**config.mk**
```make
export PLATFORM = sky130hd
export DESIGN_NAME = trigger_event_reader
export DESIGN_NICKNAME = d
export VERILOG_FILES = /design/src/rtl/trigger_event_reader.sv
export SDC_FILE = /design/constraint.sdc
export NUM_CORES = 1
export LEC_CHECK = 0
export BUFFER_PORTS_ARGS = -buffer_cell sky130_fd_sc_hd__buf_2
export CAP_MARGIN = 20
export CORE_MARGIN = 8
export CORE_UTILIZATION = 25
export DETAILED_ROUTE_END_ITERATION = 16
export GPL_ROUTABILITY_DRIVEN = 0
export HOLD_SLACK_MARGIN = 0.02
export PLACE_DENSITY_LB_ADDON = 0.1
export SYNTH_ARGS = -nofsm -noshare
export SYNTH_HDL_FRONTEND = slang
export SYNTH_SLANG_ARGS = --single-unit
```
**constraint.sdc**
```tcl
create_clock -name CLK -period 3.3 [get_ports CLK]
set_input_delay 0.33 -clock CLK [delete_from_list [all_inputs] [get_ports CLK]]
set_output_delay 0.33 -clock CLK [all_outputs]
set_load 0.03 [all_outputs]
```
**src/rtl/trigger_event_reader.sv**
```systemverilog
// trigger_event_reader: timestamps rising edges of TRIGGER_IN with a sequence number into a FWFT FIFO.
module trigger_event_reader #(
  parameter int DEPTH = 16,
  parameter int SEQ_W = 8
) (
  input  logic                     CLK,
  input  logic                     RESET,
  input  logic                     TRIGGER_IN,
  input  logic                     read_mode,
  input  logic                     CLEAR,
  output logic [31:0]              DOUT,
  output logic                     DOUT_VALID,
  input  logic                     DOUT_READY,
  output logic [$clog2(DEPTH):0]   FILL,
  output logic                     OVERFLOW,
  output logic [15:0]              DROP_COUNT
);
  localparam int AW = $clog2(DEPTH);
  localparam int TS_W = 32 - SEQ_W;
  logic [TS_W-1:0] ts;
  logic [SEQ_W-1:0] seq;
  logic trig_q;
  logic [31:0] mem [DEPTH];
  logic [AW-1:0] wr_ptr, rd_ptr, rd_nxt;
  logic [AW:0] fill_nxt;
  logic evt, pop, push, drop, full, store_ok;
  logic [31:0] entry, dout_nxt;
  always_comb begin
    evt = TRIGGER_IN & ~trig_q;
    full = FILL[AW];
    pop = DOUT_VALID & DOUT_READY;
    store_ok = evt & ~read_mode & ~CLEAR;
    push = store_ok & (~full | pop);
    drop = store_ok & full & ~pop;
    entry = {seq, ts};
    rd_nxt = rd_ptr + 1'b1;
    fill_nxt = FILL + (AW+1)'(push) - (AW+1)'(pop);
    // head register follows the next oldest entry, or the incoming one when it becomes the head
    dout_nxt = pop ? (|FILL[AW:1] ? mem[rd_nxt] : push ? entry : DOUT)
                   : (~|FILL && push) ? entry : DOUT;
  end
  always_ff @(posedge CLK) begin
    if (push) mem[wr_ptr] <= entry;
  end
  always_ff @(posedge CLK or negedge RESET) begin
    if (!RESET) begin
      ts <= '0;
      seq <= '0;
      trig_q <= 1'b0;
      wr_ptr <= '0;
      rd_ptr <= '0;
      FILL <= '0;
      DOUT_VALID <= 1'b0;
      DOUT <= '0;
      OVERFLOW <= 1'b0;
      DROP_COUNT <= '0;
    end else begin
      ts <= ts + 1'b1;
      trig_q <= TRIGGER_IN;
      if (CLEAR) begin
        seq <= '0;
        wr_ptr <= '0;
        rd_ptr <= '0;
        FILL <= '0;
        DOUT_VALID <= 1'b0;
        DOUT <= '0;
        OVERFLOW <= 1'b0;
        DROP_COUNT <= '0;
      end else begin
        if (evt) seq <= seq + 1'b1;
        if (push) wr_ptr <= wr_ptr + 1'b1;
        if (pop) rd_ptr <= rd_nxt;
        FILL <= fill_nxt;
        DOUT_VALID <= |fill_nxt;
        DOUT <= dout_nxt;
        if (drop) OVERFLOW <= 1'b1;
        if (drop && DROP_COUNT != 16'hFFFF) DROP_COUNT <= DROP_COUNT + 1'b1;
      end
    end
  end
endmodule
```
==> metrics <==
outcome completed; Reg clk slew, reported paths 0.06 ns; CP Max Fanout 3; fin worst setup slack 0.478 ns; total CTS buffers 74; Max clock buf depth 3; max cap viols 0; minimum clock period 2.82 ns; gr ovfl total 0; TritonCTS clock tree built; starting density of the core 25.1%; first-pass GRT wire length 100000 um; IO Pins 61; Max Freq 0.354 GHz; Crit. End Element flop; IO buf count 60; initial antenna violation count 0; Power Density 639 nW/um2; nets@finish 1442; area share of and/or/nand/nor cells after synthesis 5.21%; clock latency on the worst-skew pair 0.63 ns; Synth Flop Type edfxtp_1; CTS root buf clkbuf_16; Sink Count 608; Post-route DRC 0; Die ar. between 100000 and 150000 um2; total number of vias 12400; synth warn 0; H-tree depth 3; post-route setup TNS 0 ns; Seq cells post-synth 608; Syn-to-layout area delta 20.4%; Max VDD drop 0.000287 V; cell taking the most area after synthesis edfxtp_1; max-slew violation count 0; Synth Area in Compound Gates 3.19%; clk_skew around 0.028 ns; Hold Fails Final Rpt 0; row count 114; layout cells sized above 1 26.5%; Mean Syn Cell Area about 19 um2; RSZ-0062 raised after global routing no; mux cell area share after synthesis roughly 13%; startpoint types flop; Ant. Diodes 0; share of the synthesized area in the top cell type 63.8%; GRT Total Usage around 13%; leak pwr 10.5 nW; pre-CTS WS 0.332 ns; Post-CTS Setup Bufs 0; Detail Route Antenna Nets 0; Hold Crit Class input port to flop; Seq/Total Area, Yosys 73.8%; Crit Path Category flop to flop; number of global-route vias before repair 13700; slew of the pin with the lowest slew margin 0.742 ns; Post-synth EDFFs slightly above 500; Via density 4.52; ranking of synthesized cells by area edfxtp_1 64%, mux4_2 12%, dfrtp_1 10%, nand2_1 2.4%, mux2i_1 1.5%; DRT iter0 DRCs between 700 and 800; FF+latch area 17800 um2; syn_nets 1300; Synth Area in XOR/XNOR 1.90%; multi-input gate area in the final layout 6010 um2; adder-cell share of the synthesized area less than 1%; Filler cells about 9500; largest net degree at the start of global routing between 60 and 70; Mapped Cells between 1000 and 1500; mapped cell area 24100 um2; PnR Total Power 18.5 mW; Async SR Flop Fraction 15.8%; largest family of logic cells by synthesized area multiplexers; Routed WL 68200 um; Die W 326 um; Rel. slew slack 49.8%; final critical-path share of the clock period 85.5%; most frequent cell after synthesis edfxtp_1; Critical Path RT 3.81 ns; Avg WL per Cell roughly 25 um; DP Wirelength roughly 40000 um; drt pass-1 iters 5; Unique masters post-synth 49; Post-synth top cells 512 x edfxtp_1, 155 x nand2_1, 128 x mux4_2; die height 326 um; dpl cell area 26700 um2; Crit path arrival time 3.33 ns; core area between 90000 and 100000 um2; endpoints failing setup 0; Layout Cell Area excl Fill 29000 um2
[final cells by class]
type / instances / area share (%)
tap: 1276 / 5.50
inverter: 16 / 0.207
sequential: 608 / 61.3
multi-input combinational: 588 / 20.7
clock buffer: 107 / 7.31
clock inverter: 28 / 0.716
timing repair buffer: 131 / 4.26
[through the flow]
stage	std cells	utilization, %	hold slack, ns
after floorplan	1277	-	0.0344
final	2754	30.2	0.168
after detailed placement	2617	27.7	0.418
after global placement	2617	27.7	0.425
after CTS	2754	30.2	0.116
after global routing	2754	30.2	0.176
[kinds of logic (layout without fill, tap and decap cells)]
| kind of cell | after synthesis | count (layout) |
|---|---|---|
| flip-flops | 608 | 608 |
| adder cells (fa/ha/maj) | 17 | 17 |
| buffers and inverters | 81 | 282 |
| XOR/XNOR | 50 | 50 |
| AO/OA/AOI/OAI | 88 | 88 |
| AND/OR/NAND/NOR | 270 | 270 |
| multiplexers | 163 | 163 |
[routing by layer]
metal / up-vias / part of all wire (%) / GRT usage, % / routed length, um
met5: - / 0 / 0 / 0
met4: 0 / 2.0 / 3.81 / 1370
met3: 94 / 3.5 / 1.98 / 2370
met2: 231 / 50 / 22.0 / 34400
met1: 6700 / 44 / 16.6 / 30000
li1: 5411 / - / - / -
[flip-flops by register name, summed over array words and instances, names as in the netlist]
register	flops
DOUT	32
DOUT_VALID	1
DROP_COUNT	16
FILL	5
OVERFLOW	1
mem	512
rd_ptr	4
seq	8
trig_q	1
ts	24
wr_ptr	4
[layout by cell type (no fill, tap or decap), types with 33 or more instances in the layout]
master	netlist	final
dfrtp_1	96	95
nor2_1	38	37
nand2_1	155	154
xnor2_1	33	33
edfxtp_1	512	512
mux4_2	128	128
mux2i_1	35	35
buf_2	8	58
buf_4	15	39
clkbuf_16	0	77
[worst max-delay path, cell delays in order (launching register included)]
cell and delay [ns]:
dfrtp_1 0.41, nor4b_4 0.30, a21boi_0 0.34, inv_1 0.14
ha_1 0.30, inv_1 0.04, ha_1 0.20, fa_1 0.40
a21oi_1 0.15, o21bai_1 0.08, xor2_1 0.15, a41oi_1 0.23
[power by group]
part	internal, mW	switching [mW]	total [mW]	leakage [nW]
clock	4.56	3.22	7.78	1.14
sequential	8.38	0.131	8.51	7.00
combinational	0.829	1.42	2.25	2.34
[timing repair]
item                                   in CTS  in global routing
resized for setup                           0                  0
setup endpoints to repair                   0                  0
hold buffers                                2                  0
endpoints found under the hold margin      55                  0
[final timing paths]
kind	start	to	slack, ns	cells after the start
setup / recovery	trig_q	DOUT_VALID	0.48	11
hold / removal	DOUT_READY	rd_ptr[1]	0.17	4
setup reg to reg	trig_q	DOUT_VALID	0.48	11
hold reg to reg	OVERFLOW	OVERFLOW	0.53	2
max in group asynchronous	RESET	ts[9]	2.16	3
min in group asynchronous	RESET	DOUT[28]	0.33	2
Power figures use the tool's default switching activity.
